File: src/rtl/edlo_fetch_seq.sv
// edlo_fetch_seq -- instruction fetch/sequencer feeding the EDLO ALU.
//
// Walks the program RAM from address 0, reading two-byte instructions
// (opcode byte, operand byte). ALU opcodes 0x0-0xD are issued over a
// valid/ready handshake; JMP (0xE) and HALT (0xF) are executed locally and
// are never forwarded.
//
// Ports:
//   clk, rst_n       clock, synchronous active-low reset
//   start            begins execution at address 0 (only from IDLE/HALTED)
//   halt_req         stop at the next instruction boundary
//   mem_addr         RAM read address (combinational)
//   mem_rdata        RAM read data, one cycle after mem_addr
//   alu_inst/operand registered instruction to the ALU
//   alu_valid        issue strobe, held until alu_ready
//   alu_ready        ALU accept
//   pc               address of the current opcode byte
//   running, halted  status
//   issue_count      accepted instructions, saturating at 255
module edlo_fetch_seq #(
  parameter int unsigned ADDR_BITS = 4
) (
  input  logic                 clk,
  input  logic                 rst_n,
  input  logic                 start,
  input  logic                 halt_req,
  output logic [ADDR_BITS-1:0] mem_addr,
  input  logic [7:0]           mem_rdata,
  output logic [3:0]           alu_inst,
  output logic [7:0]           alu_operand,
  output logic                 alu_valid,
  input  logic                 alu_ready,
  output logic [ADDR_BITS-1:0] pc,
  output logic                 running,
  output logic                 halted,
  output logic [7:0]           issue_count
);

  typedef enum logic [2:0] {
    S_IDLE   = 3'd0,
    S_RD_OP  = 3'd1,
    S_RD_ARG = 3'd2,
    S_DECODE = 3'd3,
    S_ISSUE  = 3'd4,
    S_HALTED = 3'd5
  } state_t;

  localparam logic [3:0] OP_JMP  = 4'hE;
  localparam logic [3:0] OP_HALT = 4'hF;

  state_t     state;
  logic [3:0] opcode_q;

  // The operand byte is read while in RD_ARG, so it lands in DECODE.
  always_comb begin
    mem_addr = pc;
    if (state == S_RD_ARG) mem_addr = pc + ADDR_BITS'(1);
  end

  assign running = (state != S_IDLE) && (state != S_HALTED);

  always_ff @(posedge clk) begin
    if (!rst_n) begin
      state       <= S_IDLE;
      pc          <= '0;
      opcode_q    <= '0;
      alu_inst    <= '0;
      alu_operand <= '0;
      alu_valid   <= 1'b0;
      issue_count <= '0;
      halted      <= 1'b0;
    end else begin
      case (state)
        S_IDLE, S_HALTED: begin
          if (start) begin
            state       <= S_RD_OP;
            pc          <= '0;
            issue_count <= '0;
            halted      <= 1'b0;
          end
        end
        S_RD_OP: state <= S_RD_ARG;
        S_RD_ARG: begin
          opcode_q <= mem_rdata[7:4];
          state    <= S_DECODE;
        end
        S_DECODE: begin
          if (opcode_q == OP_HALT) begin
            state  <= S_HALTED;
            halted <= 1'b1;
          end else if (opcode_q == OP_JMP) begin
            pc <= mem_rdata[ADDR_BITS-1:0];
            if (halt_req) begin
              state  <= S_HALTED;
              halted <= 1'b1;
            end else begin
              state <= S_RD_OP;
            end
          end else begin
            alu_inst    <= opcode_q;
            alu_operand <= mem_rdata;
            alu_valid   <= 1'b1;
            state       <= S_ISSUE;
          end
        end
        S_ISSUE: begin
          if (alu_ready) begin
            alu_valid <= 1'b0;
            pc        <= pc + ADDR_BITS'(2);
            if (issue_count != 8'hFF) issue_count <= issue_count + 8'd1;
            if (halt_req) begin
              state  <= S_HALTED;
              halted <= 1'b1;
            end else begin
              state <= S_RD_OP;
            end
          end
        end
        default: state <= S_IDLE;
      endcase
    end
  end

endmodule

File: config.mk
export PLATFORM = sky130hd
export DESIGN_NAME = edlo_fetch_seq
export DESIGN_NICKNAME = d
export VERILOG_FILES = /design/src/rtl/edlo_fetch_seq.sv
export SDC_FILE = /design/constraint.sdc
export NUM_CORES = 1
export LEC_CHECK = 0
export BUFFER_PORTS_ARGS = -buffer_cell sky130_fd_sc_hd__buf_2
export CORE_UTILIZATION = 45
export DETAILED_ROUTE_END_ITERATION = 10
export PLACE_DENSITY = 0.74
export SLEW_MARGIN = 30
export SYNTH_ARGS = -nofsm -noshare
export SYNTH_HDL_FRONTEND = slang
export SYNTH_SLANG_ARGS = --single-unit
File: constraint.sdc
create_clock -name clk -period 1.85 [get_ports clk]
set_input_delay 0.0925 -clock clk [delete_from_list [all_inputs] [get_ports clk]]
set_output_delay 0.0925 -clock clk [all_outputs]
set_load 0.005 [all_outputs]
==> summary.txt, run 1 <==
RSZ-0062 raised after global routing - no
clock network power share - 28.0%
adder-cell share of the synthesized area - 2.15%
Comb pwr share - 35.0%
Net Sw Power - 0.813 mW
CTS root buf - clkbuf_8
Worst path max stage delay - 0.40 ns
clk sink count - 33
drt drc - 0
Worst Setup Start Kind - flip-flop
initial antenna violation count - 0
Slew Limit Fails - 0
mux cell area share after synthesis - 4.08%
met3 wire len - 189 um
crit share post-route - 94.3%
Max VDD drop - 512 uV
number of diodes - 0
Synth Net Count - 205
Die X - 64.3 um
Synth area leaders - dfxtp_1 (38%), nand2_1 (6.7%), a21oi_1 (4.0%), mux2i_1 (3.4%), o221a_2 (2.6%)
Place WS - 0.266 ns
Worst-path clk slew - 0.07 ns
DIE AREA - 0.00414 mm2
Seq pwr share - 37.1%
DRT iter0 DRCs - 64
I/O pin count - 44
DP Area - 0.00199 mm2
hold slack - 0.0560 ns
fin area - 0.00213 mm2
count of cell types in the netlist - 58
Rows - 22
clock tree buffer depth - 2
vias - 1577
fraction of registers with async set or reset after synthesis - 0%
clock buffer count from CTS - 5
CP Cell Sequence - nor2b_1 > nor2b_1 > buf_4 > mux2_1 > buf_2
simple-gate area share of the yosys netlist - 24.0%
Post-synth top flop - dfxtp_1
maximum fanout along the worst path - 8
Final Hold Viols - 0
Synth area leader - dfxtp_1
synth cell count leaders - dfxtp_1 (33), nand2_1 (31), a21oi_1 (14), nor2_1 (9), nand3_1 (7)
crit path time final - 1.74 ns
DP HPWL - 2780 um
largest family of logic cells by synthesized area - simple AND/OR/NAND/NOR gates
Die Ht - 64.3 um
FMAX - 0.573 GHz
YS warnings - 0
Seq cells post-synth - 33
required time of the critical path - 1.76 ns
critical path capture point type - output pin
status - finished, final reports clean
largest net degree at the start of global routing - 21
Layout area overhead - 21.8%
Max Clock Skew - 0.00502 ns
Port Buffers - 43
Power Total - 2.47 mW
post-synthesis instance area - 0.00175 mm2
FILL cells - 360
Routed Antenna Nets - 0
CTS tree - built
core area - 0.00369 mm2
FF/Latch Area - 662 um2
nets@finish - 254
sequential element share of the synthesized area - 37.8%
total gr overflow - 0
Int Power - 1.66 mW
PwrDens - 1160 mW/mm2
cell family with most CP delay - flip-flops
Total Routed Length - 3800 um
WS Path Type - flip-flop to output pin
Post-synth EDFFs - 0
max_cap viols - 0
met2 routed WL - 1790 um
Post-Synth XOR/XNOR Area - 2.51%
Skew-Pair Late Insertion Delay - 0.28 ns
Detailed Routing Iterations Pass 1 - 4
Avg WL per Cell - 13.2 um
CP max stage cell - dfxtp_2
number of global-route vias before repair - 1414
# H-tree levels - 2
gpl congestion - 0.808
Synth Instances - 189
Mean Syn Cell Area - 9.25 um2
Worst-Margin Slew - 0.387 ns
count leader, synth - dfxtp_1
Buf+Inv Stages, Crit Path - 2
all-layer global routing usage - 20.1%
first-pass GRT wire length - 6510 um
worst slew margin relative to its limit - 73.5%
# setup viols final - 0
DR top layer - met4
Synth top area share - 37.8%
Arr. time, crit path - 1.65 ns
layout cells sized above 1 - 34.3%
area of the multi-input gates - 986 um2
switch share - 32.9%
CP most frequent cell - nor2b_1
final worst setup slack - 0.106 ns
Initial Util - 47.4%
Vias/cell - 5.49
worst hold path type - input port to flip-flop
compound-cell area share of the yosys netlist - 23.7%
Met1 Routed Length - 1790 um
Total Neg Setup Slack - 0 ns
Leak - 0.907 nW
-- flip-flops by register name, indices dropped and copies added (netlist names) --
name	count
halted	1
pc	4
opcode_q	4
state	3
alu_inst	4
alu_valid	1
alu_operand	8
issue_count	8
-- cell families after synthesis --
kind of cell | Yosys count
adder cells (fa/ha/maj) | 3
flip-flops | 33
multiplexers | 7
AO/OA/AOI/OAI | 50
buffers and inverters | 15
AND/OR/NAND/NOR | 76
XOR/XNOR | 5
-- power by group through the flow --
| stage | clock network [mW] | logic (mW) | registers, mW |
|---|---|---|---|
| after global routing | 0.746 | 0.957 | 0.930 |
| after CTS | 0.709 | 0.837 | 0.914 |
| final | 0.691 | 0.864 | 0.916 |
| after global placement | 0 | 0.825 | 0.928 |
| after floorplan | 0 | 0.639 | 0.895 |
| after detailed placement | 0 | 0.832 | 0.929 |
-- metal layers --
metal  up-vias  global-route usage (%)
met4         0                    6.67
met3         4                    4.82
met2        50                    32.2
met1       731                    26.3
li1        792                       -
met5         -                       0
-- final cells by class --
class / instances / area share (%)
tap: 48 / 2.82
multi-input combinational: 141 / 46.3
inverter: 4 / 0.705
sequential: 33 / 31.1
clock buffer: 7 / 4.05
timing repair buffer: 53 / 13.6
clock inverter: 1 / 1.41
-- per-stage QoR --
stage / util, % / cells
after floorplan: - / 189
after global placement: 53.9 / 276
after detailed placement: 53.9 / 276
after CTS: 57.1 / 284
after global routing: 57.7 / 287
final: 57.7 / 287
-- final timing paths --
kind	start	end	slack (ns)	depth (start not counted)
min	mem_rdata[0]	alu_operand[0]	0.06	3
max reg2reg	issue_count[0]	issue_count[5]	0.25	5
max	state[1]	mem_addr[1]	0.11	5
min reg2reg	alu_operand[1]	alu_operand[1]	0.45	2
-- cell usage in the layout, fill, tap and decap left out, types with 2 or more instances in the layout --
cell type,netlist,layout
o21ai_1,2,2
buf_4,4,10
a211oi_1,3,3
nor2_1,9,9
dfxtp_1,33,32
nor3_1,4,4
a21oi_1,14,14
ha_1,3,3
and3_2,2,2
buf_2,2,43
nand3_1,7,7
xnor2_1,4,4
nand4_1,2,2
o311a_1,3,3
a41oi_1,2,2
nand2b_1,3,3
or2_1,2,2
nor2b_1,2,2
o21ai_0,3,3
clkbuf_8,2,6
mux2i_1,6,6
inv_1,4,4
o221a_2,4,4
and3b_2,2,2
nand3b_1,2,2
nor3_2,2,2
nand2_1,31,31
-- worst register-to-register path: cells and delay by family (launching register included) --
| kind | cells | cell delay [ns] |
|---|---|---|
| fa+ha+maj | 1 | 0.25 |
| simple gates | 2 | 0.42 |
| compound gates | 2 | 0.46 |
| flops | 1 | 0.36 |
-- timing repair --
action | CTS | global route
buffers inserted | 0 | 3
resized for setup | 1 | 0
setup endpoints to repair | 1 | 1
hold buffers | 0 | 0
Power figures use the tool's default switching activity.
==> run 2, diff against run 1 <==
--- a/config.mk
+++ b/config.mk
@@ -6,8 +6,10 @@
 export NUM_CORES = 1
 export LEC_CHECK = 0
 export BUFFER_PORTS_ARGS = -buffer_cell sky130_fd_sc_hd__buf_2
+export CORE_ASPECT_RATIO = 0.5
 export CORE_UTILIZATION = 45
 export DETAILED_ROUTE_END_ITERATION = 10
+export GPL_ROUTABILITY_DRIVEN = 0
 export PLACE_DENSITY = 0.74
 export SLEW_MARGIN = 30
 export SYNTH_ARGS = -nofsm -noshare
==> summary.txt, run 2 (synthesis results as in run 1) <==
Leak - 0.881 nW (-2.9%)
Worst path max stage delay - 0.41 ns (about the same)
Max Clock Skew - 0.00761 ns (+0.00259 ns)
clk sink count - 33 (unchanged)
required time of the critical path - 1.76 ns (about the same)
fin area - 0.00210 mm2 (-1.5%)
hold depth - 3 (unchanged)
PwrDens - 1170 mW/mm2 (+0.53%)
DP Area - 0.00198 mm2 (-0.57%)
clock tree buffer depth - 2 (unchanged)
all-layer global routing usage - 19.5% (-0.64 points)
Die X - 90.1 um (+40%)
Max VDD drop - 434 uV (-15%)
Slew Limit Fails - 0 (unchanged)
Worst-path clk slew - 0.07 ns (about the same)
total gr overflow - 0 (unchanged)
worst slew margin relative to its limit - 55.1% (-18 points)
final core occ - 58.8% (+1.1 points)
RSZ-0062 raised after global routing - no
WS Path Type - flip-flop to output pin
Detailed Routing Iterations Pass 1 - 4 (unchanged)
initial antenna violation count - 0 (unchanged)
CTS Hold Bufs - 0 (unchanged)
largest net degree at the start of global routing - 21 (unchanged)
Buf+Inv Stages, Crit Path - 2 (unchanged)
R2R cell count - 5 (unchanged)
vias - 1513 (-4.1%)
worst hold path type - input port to flip-flop
dpl cells - 277 (+0.36%)
DIE AREA - 0.00415 mm2 (+0.36%)
Worst Setup Start Kind - flip-flop
largest registers - alu_operand x8, issue_count x8
Die Ht - 46.1 um (-28%)
Total Routed Length - 3890 um (+2.4%)
critical path capture point type - output pin
number of diodes - 0 (unchanged)
CP most frequent cell - nor2b_1
CP Depth - 5 (unchanged)
Routed Antenna Nets - 0 (unchanged)
DRT iter0 DRCs - 111 (+73%)
DP HPWL - 2790 um (+0.43%)
CTS root buf - clkbuf_8
Rows - 15 (-32%)
Initial Util - 49.0% (+1.6 points)
cell family with most CP delay - flip-flops
CP max stage cell - dfxtp_2
most frequent cells in the layout - buf_2 (43), nand2_1 (31), dfxtp_1 (31)
layout cells sized above 1 - 33.3% (-0.98 points)
status - finished, final reports clean
Place WS - 0.184 ns (-0.0814 ns)
Final Hold Viols - 0 (unchanged)
CTS tree - built
first-pass GRT wire length - 6120 um (-6.0%)
FILL cells - 313 (-13%)
Layout area overhead - 20.0%
# H-tree levels - 2 (unchanged)
crit share post-route - 95.3% (+1.1 points)
nets@finish - 249 (-2.0%)
commonest non-fill, non-tap cell in the layout - buf_2
crit path time final - 1.76 ns (+0.0201 ns)
max_cap viols - 0 (unchanged)
Skew-Pair Late Insertion Delay - 0.29 ns (about the same)
maximum fanout along the worst path - 8 (unchanged)
Total Neg Setup Slack - 0 ns (unchanged)
# setup viols final - 0 (unchanged)
CP Cell Sequence - nor2b_1 > nor2b_1 > buf_4 > mux2_1 > buf_2
FMAX - 0.567 GHz (-1.1%)
drt drc - 0 (unchanged)
final worst setup slack - 0.0861 ns (-0.0201 ns)
core area - 0.00357 mm2 (-3.3%)
Worst-Margin Slew - 0.673 ns (+0.286 ns)
Port Buffers - 43 (unchanged)
I/O pin count - 44 (unchanged)
number of global-route vias before repair - 1278 (-9.6%)
Non-Filler Instances - 285 (-0.70%)
clock buffer count from CTS - 5 (unchanged)
Vias/cell - 5.31 (-3.4%)
Arr. time, crit path - 1.67 ns (+0.02 ns)
Avg WL per Cell - 13.7 um (+3.1%)
==> run 2: cell types whose count changed in the layout (fill, tap and decap cells not counted), sizes merged <==
| cell | delta |
|---|---|
| buf | -5 |
==> run 2: cell type report <==
cell class / instances / area, um2 / share of cell area, %
clock inverters: 1 / 30.0 / 1.43
repair buffers: 48 / 253 / 12.1
inverters: 4 / 15.0 / 0.716
flip-flops and latches: 33 / 663 / 31.6
multi-input cells: 141 / 986 / 47.0
clock buffers: 7 / 86.3 / 4.12
well taps: 51 / 63.8 / 3.04
==> run 2: path summary, 6_finish.rpt <==
| path | slack [ns] | to | start |
|---|---|---|---|
| min | 0.05 | alu_operand[0] | mem_rdata[0] |
| max reg2reg | 0.26 | issue_count[5] | issue_count[0] |
| max | 0.09 | mem_addr[1] | state[1] |
| min reg2reg | 0.45 | alu_operand[6] | alu_operand[6] |
==> run 2: what timing repair did <==
item,CTS,global route
setup endpoints to repair,1,2
buffers inserted,0,0
resized for setup,1,1
==> run 2: layer usage <==
metal / GRT usage [%] / up-vias / part of all wire [%]
li1: - / 783 / -
met1: 25.9 / 682 / 51
met2: 29.9 / 46 / 42
met3: 6.60 / 2 / 6.6
met4: 7.10 / 0 / 0.31
met5: 0 / - / 0
==> run 2: tightest hold or removal path, delay by kind of cell <==
kind	cells	cell delay (ns)
AOI/OAI and AO/OA	1	0.05
buffers and inverters	1	0.11
and+or+nand+nor	1	0.05
==> run 2: through the flow <==
step           hold WS [ns]  total power [mW]
6_report             0.0542              2.45
5_1_grt              0.0474              2.59
4_1_cts              0.0498              2.45
3_5_place_dp          0.354              1.75
3_3_place_gp          0.351              1.73
2_1_floorplan         0.228              1.53
==> run 2: power by group <==
group          switching (mW)  internal (mW)
Sequential              0.121          0.806
Clock                   0.264          0.439
Combinational           0.432          0.384
